`src/rtl/pulse_sequencer.sv`:
```
// Table-driven pulse sequencer: each entry emits reps pulses spaced ticks+1 enabled cycles apart.
// Optional macro PULSE_SEQUENCER_LOOP_EN repeats the table scan until abort or rst.
module pulse_sequencer #(
   parameter  int N      = 8,
   parameter  int PHASES = 4,
   localparam int PW     = $clog2(PHASES)
) (
   input  logic          clk,
   input  logic          rst,
   input  logic          start,
   input  logic          abort,
   input  logic          ena,
   input  logic          cfg_we,
   input  logic [PW-1:0] cfg_addr,
   input  logic [N-1:0]  cfg_ticks,
   input  logic [7:0]    cfg_reps,
   output logic          pulse,
   output logic [PW-1:0] phase,
   output logic          busy,
   output logic          done
);

   typedef enum logic [1:0] {IDLE, SELECT, RUN, FINISH} state_t;

   state_t        state, state_nxt;
   logic [PW-1:0] phase_nxt;
   logic [N-1:0]  tick_cnt, tick_nxt;
   logic [7:0]    rep_cnt, rep_nxt;
   logic          pulse_nxt;
   logic          last;
   logic          any_reps;

   logic [N-1:0]  ticks_tbl [PHASES];
   logic [7:0]    reps_tbl  [PHASES];

   always_ff @(posedge clk) begin
      if (rst) begin
         for (int i = 0; i < PHASES; i++) begin
            ticks_tbl[i] <= '0;
            reps_tbl[i]  <= '0;
         end
      end else if (cfg_we && state == IDLE) begin
         ticks_tbl[cfg_addr] <= cfg_ticks;
         reps_tbl[cfg_addr]  <= cfg_reps;
      end
   end

   always_ff @(posedge clk) begin
      if (rst) begin
         state    <= IDLE;
         phase    <= '0;
         tick_cnt <= '0;
         rep_cnt  <= '0;
         pulse    <= 1'b0;
      end else begin
         state    <= state_nxt;
         phase    <= phase_nxt;
         tick_cnt <= tick_nxt;
         rep_cnt  <= rep_nxt;
         pulse    <= pulse_nxt;
      end
   end

   always_comb begin
      any_reps = 1'b0;
      for (int i = 0; i < PHASES; i++) begin
         if (reps_tbl[i] != 8'd0) any_reps = 1'b1;
      end
   end

   assign last = (phase == PW'(PHASES - 1));

   always_comb begin
      state_nxt = state;
      phase_nxt = phase;
      tick_nxt  = tick_cnt;
      rep_nxt   = rep_cnt;
      pulse_nxt = 1'b0;
      // abort beats a coinciding match, so the pulse is dropped as well
      if (abort && state != IDLE) begin
         state_nxt = IDLE;
         phase_nxt = '0;
         tick_nxt  = '0;
         rep_nxt   = '0;
      end else begin
         case (state)
            IDLE: begin
               if (start) begin
                  state_nxt = SELECT;
                  phase_nxt = '0;
               end
            end
            SELECT: begin
               if (reps_tbl[phase] == 8'd0) begin
                  if (last) state_nxt = FINISH;
                  else      phase_nxt = phase + PW'(1);
               end else begin
                  tick_nxt  = '0;
                  rep_nxt   = reps_tbl[phase];
                  state_nxt = RUN;
               end
            end
            RUN: begin
               if (ena) begin
                  // compare before increment so ticks = all-ones never wraps
                  if (tick_cnt == ticks_tbl[phase]) begin
                     tick_nxt  = '0;
                     rep_nxt   = rep_cnt - 8'd1;
                     pulse_nxt = 1'b1;
                     if (rep_cnt == 8'd1) begin
                        if (last) begin
                           state_nxt = FINISH;
                        end else begin
                           state_nxt = SELECT;
                           phase_nxt = phase + PW'(1);
                        end
                     end
                  end else begin
                     tick_nxt = tick_cnt + N'(1);
                  end
               end
            end
            FINISH: begin
               phase_nxt = '0;
`ifdef PULSE_SEQUENCER_LOOP_EN
               state_nxt = any_reps ? SELECT : IDLE;
`else
               state_nxt = IDLE;
`endif
            end
            default: state_nxt = IDLE;
         endcase
      end
   end

   assign busy = (state != IDLE);
   assign done = (state == FINISH);

endmodule

```
`config.mk`:
```
export PLATFORM = sky130hd
export DESIGN_NAME = pulse_sequencer
export DESIGN_NICKNAME = d
export VERILOG_FILES = /design/src/rtl/pulse_sequencer.sv
export SDC_FILE = /design/constraint.sdc
export NUM_CORES = 1
export LEC_CHECK = 0
export CORE_MARGIN = 3
export CORE_UTILIZATION = 30
export DETAILED_ROUTE_END_ITERATION = 7
export MAX_ROUTING_LAYER = met4
export SLEW_MARGIN = 40
export SYNTH_ARGS = -nofsm -noshare
export SYNTH_HDL_FRONTEND = slang
export SYNTH_SLANG_ARGS = --single-unit
export TNS_END_PERCENT = 20
```
`constraint.sdc`:
```
create_clock -name clk -period 2.5 [get_ports clk]
set_input_delay 0.375 -clock clk [delete_from_list [all_inputs] [get_ports clk]]
set_output_delay 0.375 -clock clk [all_outputs]
set_load 0.01 [all_outputs]
```
==> flow_metrics.tcl, run 1 <==
set metrics [dict create \
    wl_per_cell_um 16.9 \
    peakVddDrop_uv 393 \
    setup_viol 0 \
    synth_ff_type "edfxtp_1" \
    drt_pass1_iterations 4 \
    die_w_um 126 \
    fp.dieH_um 126 \
    antenna_cells 0 \
    crit_type "flip-flop to flip-flop" \
    pwr-share-clk_pct 27.3 \
    fin_total_pwr_mw 4.75 \
    n_fill_cell 1326 \
    swShare_pct 33.1 \
    outcome "completed" \
    max_slew_margin_pct 55.3 \
    startpoint_type "flip-flop" \
    final_core_util_pct 38.0 \
    fin_hold_ws_ps 532 \
    first_global_vias 2900 \
    intPower_mw 3.17 \
    pre_cts_ws_ps 37.0 \
    worst_slack_ps 120 \
    drt_iter0_drc 231 \
    synth_top_area_cell "edfxtp_1" \
    nets 419 \
    powerDensity_nw_per_um2 896 \
    core_area_um2 13900 \
    clockRootBuffer "clkbuf_16" \
    p_switching_mw 1.57 \
    final_cell_area_um2 5300 \
    power_frac_seq_pct 38.8 \
    viasPerCell 4.94 \
    grt_pass1_wl_mm 15.4 \
    yosysSeqAreaShare_pct 55.5 \
    yosysMostFrequentCell "and2_1" \
    cts.sinks 87 \
    io_buffer_count 28 \
    min_period_over_period_pct 95.2 \
    die_area_um2 15800 \
    wirelength_mm 9.66 \
    crit_required_ps 2750 \
    arrival_ps 2630 \
    vias 2828 \
    synth-edff-count 64 \
    grt_usage_pct 12.8 \
    dp.cells 554 \
    cp-end-kind "flip-flop" \
    maxSlewViolCount 0 \
    antenna_left 0 \
    ctsHoldBuffers 0 \
    synthCells 338 \
    synth_area_leaders "edfxtp_1 45%, dfxtp_1 11%, and2_1 9.5%" \
    synth_area_um2 4290 \
    insertion_delay_ps 330 \
    drv_cap 0 \
    hold_viol 0 \
    avgSynthCellArea_um2 12.7 \
    row_count 43 \
    io_pins 29 \
    yosysWarnings 0 \
    syn_nets 370 \
    yosys.area.top_type_share_pct 44.8 \
    worstPathMaxFanout 8 \
    async_reset_ff_share_pct 0 \
    synth_common_cells "65 x and2_1, 64 x edfxtp_1, 23 x dfxtp_1, 23 x nand2_1, 16 x mux4_2" \
    gp_congestion 0.848 \
    dpl-instance-area_um2 4930 \
    cts_tree "yes" \
    clock_path_buffers 2 \
    tightest_slew_ps 669 \
    instances_no_fill 572 \
    cts_max_level 3 \
    comb_power_share_pct 33.9 \
    area_delta_synth_final_pct 23.4 \
    hpwl_mm 6.52 \
    fin_crit_ps 2380 \
    hold_class "flip-flop to flip-flop" \
    ys_ff_latch 87 \
    cts_buffers 9 \
    grt-ovfl-total 0 \
    clock.fmax_ghz 0.420 \
    start_util_pct 30.8 \
    drive_above_1_share_pct 20.2 \
    finClkSkew_ps 5.41 \
    yosysUniqueCellTypes 53 \
    antenna_found_initial 0 \
    cts.clk_slew.worst_paths_ps 70 \
    drc 0 \
    fin_setup_tns_ps 0 \
    grt_max_degree 17 \
    leakage_nw 1.84 \
]
cells in the final DEF (no fill, tap or decap), types with 3 or more instances in the layout:
master / instances
nor2_1: 4
nand2_1: 23
or2_2: 6
a21o_1: 3
o2bb2ai_1: 5
mux4_2: 16
nor3_1: 5
inv_1: 5
buf_12: 4
clkdlybuf4s50_1: 28
nand3_1: 6
o2111ai_1: 3
o21a_1: 5
ha_1: 7
edfxtp_1: 64
nor4_1: 8
inv_6: 3
a21oi_1: 10
o21ai_1: 5
xnor2_1: 10
clkbuf_16: 10
a31oi_1: 3
and2_1: 64
buf_4: 21
dfxtp_1: 22
power by group through the flow:
stage	combinational (mW)	sequential, mW	clock [mW]
after floorplan	1.08	1.83	0
after global placement	1.52	1.86	0
after detailed placement	1.53	1.87	0
after CTS	1.53	1.83	1.33
after global routing	1.77	1.86	1.38
final	1.61	1.84	1.30
area by class of cell:
class	instances	area [µm²]	share of cell area (%)
inverter	6	22.5	0.425
multi-input combinational	229	1830	34.6
clock inverter	6	50.0	0.945
timing repair buffer	54	543	10.3
tap	180	225	4.25
sequential	87	2380	45.0
clock buffer	10	239	4.51
final timing paths:
check / start / to / slack, ps / cells past startpoint
setup reg to reg: flip-flop / state[0] / 120 / 7
hold / removal: rep_cnt[7] / rep_cnt[7] / 530 / 2
setup / recovery: flip-flop / state[0] / 120 / 7
hold reg to reg: rep_cnt[7] / rep_cnt[7] / 530 / 2
critical path: stages (launching register included):
cell	delay (ps)
dfxtp_2	390
clkbuf_16	180
mux4_2	520
xnor2_1	200
nand4_2	150
o21a_2	290
or4_1	510
o31ai_1	70
logic make-up after synthesis:
| logic type | Yosys count | synth area share [%] |
|---|---|---|
| simple gates | 134 | 18.2 |
| buf+inv | 22 | 2.83 |
| mux | 17 | 8.63 |
| compound gates | 58 | 10.0 |
| flops | 87 | 55.5 |
| xor+xnor | 12 | 2.45 |
| fa+ha+maj | 8 | 2.33 |
per-layer routing:
layer	vias up	share of wire (%)	GRT usage, %
met2	61	47	19.4
met5	-	0	-
met4	0	0.36	2.23
met1	1385	48	17.2
li1	1378	-	-
met3	4	5.2	4.14
sequential cells by signal, summed over array words and instances, names as in the netlist, named ones only:
name	count
reps_tbl	32
ticks_tbl	32
rep_cnt	8
tick_cnt	8
phase	2
state	2
pulse	1
timing repair:
action | in CTS | in global routing
gates resized for setup | 0 | 10
buffers inserted | 0 | 1
endpoints found under the setup margin | 0 | 21
Power figures use the tool's default switching activity.
==> run 2: changes to the inputs <==
- CORE_MARGIN: 3 -> 2
==> run 2 against run 1 <==
Against the previous run:
- wire length is 0.37% lower
- setup slack lost 73 ps
- count of clock-buffer cells in the layout decreased by 1
- flip-flop and latch count stayed put
- core utilization grew 0.79 points
- via count rose by 2.2%
- largest cell class unchanged
- final cell count rose by 0.35%
- clock skew up 2.8 ps
- total power rose by 4.0%
- combinational power rose by 4%
==> flow_metrics.tcl, run 2 (synthesis gave the netlist of run 1 again) <==
set metrics [dict create \
    p_switching_mw 1.64 \
    maxSlewViolCount 0 \
    cp-end-kind "flip-flop" \
    start_util_pct 30.8 \
    antenna_found_initial 0 \
    vias 2890 \
    hold_class "flip-flop to flip-flop" \
    fin_crit_ps 2450 \
    clock.fmax_ghz 0.408 \
    drc 0 \
    nets 421 \
    mostFrequentLayoutCells "64 x and2_1, 64 x edfxtp_1, 28 x clkdlybuf4s50_1" \
    drt_pass1_iterations 4 \
    cts.clk_slew.worst_paths_ps 70 \
    leakage_nw 1.89 \
    drive_above_1_share_pct 21.6 \
    clockRootBuffer "clkbuf_16" \
    insertion_delay_ps 350 \
    grt_usage_pct 13.9 \
    cts_max_level 3 \
    top_layer "met4" \
    die_area_um2 15300 \
    arrival_ps 2720 \
    first_global_vias 2885 \
    outcome "completed" \
    wirelength_mm 9.62 \
    antenna_cells 0 \
    powerDensity_nw_per_um2 913 \
    antenna_left 0 \
    dr_wl_met3_um 390 \
    drt_iter0_drc 285 \
    dp.cells 553 \
    comb_power_share_pct 34.0 \
    max_slew_margin_pct 52.7 \
    startpoint_type "flip-flop" \
    gp_congestion 0.879 \
    io_buffer_count 28 \
    wl_per_cell_um 16.8 \
    pwr-share-clk_pct 28.6 \
    row_count 43 \
    met1_length_mm 4.71 \
    cts_tree "yes" \
    grt_max_degree 18 \
    core_area_um2 13900 \
    worstPathMaxFanout 8 \
    rsz0062_at_grt "true" \
    tightest_slew_ps 709 \
    hpwl_mm 6.38 \
    fp.dieH_um 124 \
    instances_no_fill 574 \
    min_period_over_period_pct 98.1 \
    cts_buffers 9 \
    grt_pass1_wl_mm 15.3 \
    area_delta_synth_final_pct 26.0 \
    power_frac_seq_pct 37.4 \
    grt-ovfl-total 0 \
    biggestRegsByFlops "reps_tbl: 32 flops, ticks_tbl: 32 flops" \
    cts.sinks 87 \
    n_fill_cell 1300 \
    crit_type "flip-flop to flip-flop" \
    ctsHoldBuffers 0 \
    setup_viol 0 \
    intPower_mw 3.30 \
    peakVddDrop_uv 408 \
    hold_viol 0 \
    io_pins 29 \
    swShare_pct 33.2 \
    crit_required_ps 2770 \
    clock_path_buffers 2 \
    die_w_um 124 \
    viasPerCell 5.03 \
    finClkSkew_ps 8.18 \
    fin_total_pwr_mw 4.94 \
    wl_met2_mm 4.42 \
    drv_cap 0 \
]
[run 2: cell types whose count changed in the layout (fill, tap and decap cells not counted), moves of 3 or more]
| cell | change |
|---|---|
| inv_6 | -3 |
| inv_8 | +3 |
| xnor2_1 | -4 |
| xnor2_2 | +4 |
[run 2: cell type report]
type	instances	area, µm²	area share, %
Clock buffer	9	225	4.17
Sequential cell	87	2380	44.1
Timing Repair Buffer	56	574	10.6
Multi-Input combinational cell	229	1890	34.9
Clock inverter	7	88.8	1.64
Inverter	6	22.5	0.417
Tap cell	180	225	4.17
[run 2: path summary, 6_finish.rpt]
check	startpoint	to	slack (ps)	cells after the start
worst max-delay path	flip-flop	rep_cnt[6]	50	9
worst min-delay path	rep_cnt[2]	rep_cnt[2]	540	2
worst max register to register	flip-flop	rep_cnt[6]	50	9
worst min register to register	rep_cnt[2]	rep_cnt[2]	540	2
[run 2: worst max-delay path, cell delays in order, from the launching register on]
cell	delay (ps)
dfxtp_2	370
buf_12	150
mux4_2	510
xnor2_1	180
nand4_1	230
buf_4	220
o21ai_4	240
buf_4	180
a31oi_1	80
a211oi_2	210
[run 2: routing by layer]
metal / vias to the layer above / GRT usage, %
li1: 1373 / -
met1: 1439 / 18.8
met4: 0 / 4.97
met3: 11 / 2.93
met5: - / -
met2: 67 / 20.6
[run 2: power groups by stage]
| stage | clock network, mW | logic, mW | registers [mW] |
|---|---|---|---|
| 2_1_floorplan | 0 | 1.08 | 1.83 |
| 5_1_grt | 1.50 | 1.82 | 1.86 |
| 3_5_place_dp | 0 | 1.52 | 1.87 |
| 3_3_place_gp | 0 | 1.49 | 1.86 |
| 6_report | 1.41 | 1.68 | 1.85 |
| 4_1_cts | 1.45 | 1.54 | 1.84 |
[run 2: timing repair]
action / CTS / global route
setup buffers: 0 / 4
pin swaps: 0 / 3
cloned: 0 / 1
resized for setup: 1 / 16
endpoints found under the setup margin: 3 / 22
[run 2: through the flow]
stage          util (%)  setup slack (ps)  instance area, µm²  hold slack, ps  setup TNS [ps]
3_3_place_gp       35.4              50.4                4930             517               0
3_5_place_dp       35.4             -17.6                4930             524           -24.5
2_1_floorplan         -               180                4290             473               0
5_1_grt            38.8             -15.8                5410             562           -50.3
4_1_cts            37.7              10.2                5260             533               0
6_report           38.8              47.3                5410             539               0
